--- config.mk ---
export PLATFORM = sky130hd
export DESIGN_NAME = sevenseg_scanner
export DESIGN_NICKNAME = d
export VERILOG_FILES = /design/src/rtl/sevenseg_scanner.sv
export SDC_FILE = /design/constraint.sdc
export NUM_CORES = 1
export LEC_CHECK = 0
export CAP_MARGIN = 20
export CELL_PAD_IN_SITES_DETAIL_PLACEMENT = 0
export CELL_PAD_IN_SITES_GLOBAL_PLACEMENT = 1
export CORE_MARGIN = 1.5
export CORE_UTILIZATION = 35
export DETAILED_ROUTE_END_ITERATION = 10
export GPL_TIMING_DRIVEN = 0
export PLACE_DENSITY_LB_ADDON = 0.08
export SYNTH_ARGS = -nofsm -noshare
export SYNTH_HDL_FRONTEND = slang
export SYNTH_SLANG_ARGS = --single-unit
--- constraint.sdc ---
create_clock -name clk -period 2.5 [get_ports clk]
set_input_delay 0.75 -clock clk [delete_from_list [all_inputs] [get_ports clk]]
set_output_delay 0.75 -clock clk [all_outputs]
set_load 0.05 [all_outputs]
--- src/rtl/sevenseg_scanner.sv ---
// sevenseg_scanner: time-multiplexed 8-digit hex seven-segment driver.
// A shadow copy of value/dp_en/blank_lz is taken once per frame (and on the
// first edge after reset) so mid-frame input changes never tear the display.
// Each digit slot opens with DEADTIME cycles of all-anodes-off to stop ghosting.
//
// Ports:
//   clk      - clock, all state on rising edge
//   reset_n  - asynchronous active-low reset
//   value    - 32-bit word to display, nibble i on digit i (digit 0 rightmost)
//   dp_en    - per-digit decimal point enable
//   blank_lz - leading-zero blanking enable
//   seg      - registered segments {g,f,e,d,c,b,a}
//   dp       - registered decimal point segment
//   an       - registered digit enables, an[i] = digit i
module sevenseg_scanner #(
  parameter int unsigned PRESCALE       = 50000,
  parameter int unsigned DEADTIME       = 2,
  parameter int unsigned ACTIVE_LOW_OUT = 1
) (
  input  logic        clk,
  input  logic        reset_n,
  input  logic [31:0] value,
  input  logic [7:0]  dp_en,
  input  logic        blank_lz,
  output logic [6:0]  seg,
  output logic        dp,
  output logic [7:0]  an
);

  localparam int unsigned PW     = (PRESCALE > 1) ? $clog2(PRESCALE) : 1;
  localparam logic [PW-1:0] P_LAST = PW'(PRESCALE - 1);
  localparam logic [PW-1:0] P_DEAD = PW'(DEADTIME);
  localparam logic          INV    = (ACTIVE_LOW_OUT != 0);

  logic [PW-1:0] p;
  logic [2:0]    d;
  logic [31:0]   sv;
  logic [7:0]    sdp;
  logic          slz;
  logic          primed;

  logic          tick_c;
  logic          load_c;
  logic [3:0]    nib_c;
  logic [7:0]    lz_c;
  logic          blank_c;
  logic [7:0]    onehot_c;
  logic [6:0]    seg_c;
  logic          dp_c;
  logic [7:0]    an_c;

  // Active-high hex to segment decode, bit 0 = segment a.
  function automatic logic [6:0] hex7(input logic [3:0] n);
    case (n)
      4'h0: hex7 = 7'h3F;
      4'h1: hex7 = 7'h06;
      4'h2: hex7 = 7'h5B;
      4'h3: hex7 = 7'h4F;
      4'h4: hex7 = 7'h66;
      4'h5: hex7 = 7'h6D;
      4'h6: hex7 = 7'h7D;
      4'h7: hex7 = 7'h07;
      4'h8: hex7 = 7'h7F;
      4'h9: hex7 = 7'h6F;
      4'hA: hex7 = 7'h77;
      4'hB: hex7 = 7'h7C;
      4'hC: hex7 = 7'h39;
      4'hD: hex7 = 7'h5E;
      4'hE: hex7 = 7'h79;
      default: hex7 = 7'h71;
    endcase
  endfunction

  // Slot tick and shadow-load strobe (priming edge or end of frame).
  always_comb begin
    tick_c = (p == P_LAST);
    load_c = !primed || (tick_c && (d == 3'd7));
  end

  // Decode of the current scan state into active-high pin values.
  always_comb begin
    seg_c    = 7'h00;
    dp_c     = 1'b0;
    an_c     = 8'h00;
    nib_c    = 4'(sv >> {d, 2'b00});
    onehot_c = 8'h01 << d;
    // lz_c[i]: nibbles i..7 of the shadow are all zero
    for (int i = 0; i < 8; i++) begin
      lz_c[i] = ((sv >> (4 * i)) == 32'd0);
    end
    blank_c = slz && (d != 3'd0) && lz_c[d];
    if (p >= P_DEAD) begin
      dp_c = sdp[d];
      if (blank_c) begin
        an_c = sdp[d] ? onehot_c : 8'h00;
      end else begin
        seg_c = hex7(nib_c);
        an_c  = onehot_c;
      end
    end
  end

  // Scan counters, shadow registers and output registers.
  always_ff @(posedge clk or negedge reset_n) begin
    if (!reset_n) begin
      p      <= '0;
      d      <= 3'd0;
      sv     <= 32'd0;
      sdp    <= 8'd0;
      slz    <= 1'b0;
      primed <= 1'b0;
      seg    <= {7{INV}};
      dp     <= INV;
      an     <= {8{INV}};
    end else begin
      primed <= 1'b1;
      if (load_c) begin
        sv  <= value;
        sdp <= dp_en;
        slz <= blank_lz;
      end
      // The priming edge only loads the shadow; scanning starts on the next.
      if (primed) begin
        if (tick_c) begin
          p <= '0;
          d <= d + 3'd1;
        end else begin
          p <= p + PW'(1);
        end
      end
      seg <= seg_c ^ {7{INV}};
      dp  <= dp_c ^ INV;
      an  <= an_c ^ {8{INV}};
    end
  end

endmodule

==> results of run 1 <==
metal layers:
layer  part of all wire [%]  vias up
met2                     45       60
li1                       -     1235
met5                      0        -
met4                    2.8        0
met3                    3.5       14
met1                     48     1252
layout by cell type (no fill, tap or decap), drive strengths merged, types with 2 or more instances in the layout:
| cell | Yosys | layout |
|---|---|---|
| a21oi | 5 | 5 |
| and3 | 3 | 3 |
| buf | 8 | 12 |
| bufinv | 0 | 2 |
| clkbuf | 4 | 12 |
| clkdlybuf4s50 | 0 | 57 |
| clkinv | 1 | 2 |
| clkinvlp | 0 | 2 |
| dfrtp | 61 | 61 |
| dfstp | 16 | 16 |
| ha | 14 | 14 |
| inv | 8 | 8 |
| mux2 | 44 | 44 |
| mux2i | 7 | 7 |
| mux4 | 10 | 10 |
| nand2 | 24 | 24 |
| nand2b | 2 | 2 |
| nand3 | 11 | 11 |
| nand4 | 6 | 6 |
| nor2 | 12 | 12 |
| nor3 | 4 | 4 |
| nor4 | 14 | 14 |
| nor4b | 2 | 2 |
| o211ai | 3 | 3 |
| o21ai | 4 | 4 |
| o221ai | 3 | 3 |
| o22ai | 4 | 4 |
| or2 | 2 | 2 |
| or3 | 2 | 2 |
| xnor2 | 8 | 8 |
| xor2 | 6 | 6 |
final cells by class:
type | count | area [um^2] | area share [%]
plain buffers | 10 | 85.1 | 1.67
clock buffers | 11 | 243 | 4.76
clock inverters | 5 | 83.8 | 1.64
inverters | 9 | 35.0 | 0.687
multi-input cells | 201 | 1920 | 37.6
flip-flops and latches | 77 | 1950 | 38.2
well taps | 140 | 175 | 3.44
repair buffers | 60 | 613 | 12.0
stage by stage:
step	setup slack, ns	hold WS, ns	utilization (%)
after detailed placement	-0.195	0.493	43.4
after CTS	0.0105	0.329	46.4
after global placement	-2.08	0.486	43.2
final	0.113	0.321	46.4
after global routing	0.0225	0.345	46.4
after floorplan	0.185	0.454	-
state kept, by name, indices dropped and copies added (netlist names):
signal and flops:
slz 1, seg 7, sdp 8, p 16
d 3, primed 1, sv 32, an 8
dp 1
report_power, final:
group	switching [W]	internal, W	leakage [nW]
Clock	0.000511	0.000903	0.152
Combinational	0.000528	0.000466	1.16
Sequential	0.000168	0.00149	0.912
Total	0.00121	0.00286	2.23
logic make-up (layout without fill, tap and decap cells):
family,after synthesis,count (layout),synth area share (%)
other,1,1,0.0940
AO/OA/AOI/OAI,24,24,4.74
multiplexers,61,61,24.4
AND/OR/NAND/NOR,87,87,11.2
adder cells (fa/ha/maj),14,14,4.39
buffers and inverters,21,95,3.33
flip-flops,77,77,48.8
XOR/XNOR,14,14,3.08
how the worst min path moves through the flow:
stage,to
floorplan,d[0]
global placement,sdp[7]
detailed placement,sdp[7]
CTS,p[12]
global route,p[12]
finish,p[12]
repair_timing:
item	4_1_cts	5_1_grt
setup endpoints to repair	7	7
pin swaps	0	0
gates resized for setup	4	6
setup buffers	0	1
==> flow_summary.json, run 1 <==
{
  "drc": 0,
  "p_leak_nw": 2.23,
  "hold_class": "in2async",
  "nets": 425,
  "cts_hold_buf": 0,
  "rows": 38,
  "async_flop_share_pct": 100,
  "die_area_mm2": 0.0120,
  "worst_pin_slew_ns": 0.659,
  "end_kind": "output port",
  "yosysSeqAreaShare_pct": 48.8,
  "wl_per_cell_um": 16.2,
  "layout-drive-gt1-share_pct": 27.3,
  "cp.required_ns": 1.75,
  "setup_violations": 0,
  "drt_first_pass_iters": 4,
  "fin_crit_sh_pct": 95.5,
  "antenna_found_initial": 0,
  "numCtsBuffers": 9,
  "gp_congestion": 0.768,
  "synthFlopType": "dfrtp_1",
  "cts_tree": "done",
  "path_cells": "clkdlybuf4s50_1",
  "crit_family": "buffers and inverters",
  "dpl.cell_count": 498,
  "die_x_um": 110,
  "cts_max_path_buffers": 2,
  "area_growth_pct": 27.9,
  "met1_usage_pct": 20.8,
  "rsz0062_at_grt": "no",
  "worstSetupPathType": "reg2out",
  "fmax_ghz": 0.419,
  "clock_skew_ns": 0.00908,
  "cts.sinks": 77,
  "clock_latency_ns": 0.34,
  "h-tree-depth": 3,
  "core_area_mm2": 0.0110,
  "crit-reg2reg-capture": "seg[3]",
  "cap_viol_max_count": 0,
  "synth_area_mm2": 0.00399,
  "grt_pass1_wl_um": 13900,
  "finalHoldViolCount": 0,
  "synth_area_per_cell_um2": 13.3,
  "grtUsageMet2_pct": 23.8,
  "design_area_mm2": 0.00510,
  "start_kind": "flop",
  "critPathBufInv": 1,
  "grtUsageTotal_pct": 15.5,
  "synth-seq-cells": 77,
  "crit_path_top_delay_cell": "clkdlybuf4s50_1",
  "cts_root_buffer": "clkbuf_16",
  "post_dp_cell_area_mm2": 0.00477,
  "fillers": 984,
  "io_pins": 59,
  "avgViaCountPerCell": 4.99,
  "cts.clk_slew.worst_paths_ns": 0.06,
  "synth_top_area_share_pct": 38.3,
  "grt_max_degree": 53,
  "relSlewSlack_pct": 55.7,
  "dp_hpwl_um": 6220,
  "cp.depth": 1,
  "synth-edff-count": 0,
  "yosys_warnings": 0,
  "grt_use_met3_pct": 3.20,
  "worst-r2r-cell-count": 9,
  "endpoint": "an[0]",
  "r2r_slack_ns": 0.15,
  "p_total_w": 0.00407,
  "fin_cells": 513,
  "start_util_pct": 36.3,
  "insertedDiodeCount": 0,
  "synth_commonest_cells": "61 x dfrtp_1, 40 x mux2_4, 24 x nand2_1",
  "reg2reg_from": "d[1]",
  "powerDensity_mw_per_mm2": 798,
  "critPathMaxFanout": 1,
  "yosys.cell_types.count": 47,
  "final-max-slew-violation-count": 0,
  "outcome": "completed",
  "crit_arrival_ns": 1.64,
  "drt-initial-drc-count": 78,
  "vias": 2561,
  "syn_nets": 356,
  "ys_top_cells_by_area": "dfrtp_1 38%, mux2_4 15%, dfstp_2 11%",
  "grt-busiest-layer": "met2",
  "synth_top_area_cell": "dfrtp_1",
  "finalCriticalPeriod_ns": 2.39,
  "detail-route-antenna-nets": 0,
  "tns_ns": 0,
  "grt_overflow": 0,
  "grt_pass1_vias": 2654,
  "syn-instance-count": 299,
  "port_buffers": 58,
  "synth.most_common_cell": "dfrtp_1",
  "crit_start": "an[0]",
  "cp_slowest_stage_delay_ns": 0.79,
  "drt-total-wl_um": 8330,
  "vdd.ir_drop.worst_v": 0.000429,
  "die_y_um": 110
}
Power figures use the tool's default switching activity.
==> run 2: changes to the inputs <==
Settings changed: CAP_MARGIN 20 to 5.
Clock period 2.5 ns to 2.8 ns, I/O delays scaled along.
==> run 2 against run 1 <==
- setup slack better by 0.085 ns
- clock power is 11% lower
- die area stayed put
- register-to-register slack better by 0.05 ns
- sequential power is 11% lower
- critical path depth is 9 higher
- design area hardly changed
==> flow_summary.json, run 2 (synthesis gave the netlist of run 1 again) <==
{
  "outcome": "completed",
  "antenna_found_initial": 0,
  "die_x_um": 110,
  "rows": 38,
  "top_register": "sv",
  "cts.clk_slew.worst_paths_ns": 0.06,
  "grt_max_degree": 53,
  "cts_max_path_buffers": 2,
  "layout-drive-gt1-share_pct": 26.2,
  "layout_commonest_cell": "dfrtp_1",
  "hold_class": "in2async",
  "insertedDiodeCount": 0,
  "area_growth_pct": 27.9,
  "worst_pin_slew_ns": 0.652,
  "cts-resized-gates": 0,
  "h-tree-depth": 3,
  "worstSetupPathType": "reg2reg",
  "powerDensity_mw_per_mm2": 711,
  "nets": 426,
  "final-max-slew-violation-count": 0,
  "grt_pass1_vias": 2641,
  "cap_viol_max_count": 0,
  "dpl.cell_count": 498,
  "design_area_mm2": 0.00510,
  "cp.required_ns": 3.07,
  "detail-route-antenna-nets": 0,
  "start_util_pct": 36.3,
  "io_pins": 59,
  "finalHoldViolCount": 0,
  "relSlewSlack_pct": 56.2,
  "start_kind": "flop",
  "setup_violations": 0,
  "drt_first_pass_iters": 4,
  "vias": 2554,
  "drc": 0,
  "post_dp_cell_area_mm2": 0.00477,
  "cts_tree": "done",
  "largest_reg_flops": 32,
  "clock_latency_ns": 0.34,
  "die_area_mm2": 0.0120,
  "rsz0062_at_grt": "no",
  "avgViaCountPerCell": 4.97,
  "crit_arrival_ns": 2.87,
  "ff_latch_area_mm2": 0.00195,
  "fmax_ghz": 0.384,
  "grtUsageTotal_pct": 15.5,
  "fin_crit_sh_pct": 92.9,
  "setup_slack_ns": 0.198,
  "cts_root_buffer": "clkbuf_16",
  "drt-total-wl_um": 8350,
  "grt_overflow": 0,
  "wl_per_cell_um": 16.2,
  "port_buffers": 58,
  "numCtsBuffers": 9,
  "reg_top3": "sv (32), p (16)",
  "cts_hold_buf": 0,
  "clock_skew_ns": 0.00971,
  "mostFrequentLayoutCells": "61 x dfrtp_1, 57 x clkdlybuf4s50_1, 40 x mux2_4, 24 x nand2_1, 16 x dfstp_2",
  "fillers": 984,
  "critPathMaxFanout": 10,
  "finalCriticalPeriod_ns": 2.60,
  "fin_util_pct": 46.4,
  "post_cts_buffers": 0,
  "dp_hpwl_um": 6220,
  "die_y_um": 110,
  "p_leak_nw": 2.23,
  "end_kind": "flop",
  "gp_congestion": 0.768,
  "grt_pass1_wl_um": 13900,
  "vdd.ir_drop.worst_v": 0.000383,
  "fin_cells": 514,
  "cts.sinks": 77,
  "multiInputGateArea_mm2": 0.00191,
  "drt-initial-drc-count": 56,
  "core_area_mm2": 0.0110,
  "pre_cts_ws_ns": 0.105
}
## run 2: cell type report
cell class,count,share of cell area (%)
multi-input combinational,201,37.4
clock buffer,11,4.76
clock inverter,5,1.64
buffer,12,1.96
inverter,9,0.736
timing repair buffer,59,11.9
sequential,77,38.2
tap,140,3.43
## run 2: routing by layer
metal	global-route usage, %	share of wire [%]
met1	20.9	49
met2	23.6	45
met3	3.20	3.6
met4	7.70	2.8
met5	0	0
## run 2: path summary, 6_finish.rpt
path                               from  slack, ns  cells past startpoint  endpoint
worst min register to register    p[13]       0.50                      1     p[13]
worst max-delay path               d[1]       0.20                     10    seg[3]
worst max register to register     d[1]       0.20                     10    seg[3]
min in group clk                  p[13]       0.50                      1     p[13]
max in group asynchronous       reset_n       1.78                      2        dp
worst min-delay path            reset_n       0.41                      1     p[12]
## run 2: critical path, stage by stage (launching register included)
cell	delay (ns)
dfrtp_1	0.39
buf_6	0.15
clkbuf_8	0.18
mux4_1	0.59
mux2_2	0.35
inv_1	0.15
ha_1	0.25
inv_1	0.08
mux2i_1	0.07
mux2_2	0.26
nand2_1	0.07
## run 2: through the flow
stage	hold WS (ns)	setup TNS, ns	total power (W)
floorplan	0.460	0	0.00208
global placement	0.486	-129.15	0.00238
detailed placement	0.493	0	0.00240
CTS	0.419	0	0.00367
global route	0.435	0	0.00380
finish	0.410	0	0.00363
## run 2: where the power goes
part	switching, W	internal [W]	total (W)
Combinational	0.000470	0.000414	0.000884
Sequential	0.000149	0.00133	0.00148
Clock	0.000456	0.000806	0.00126
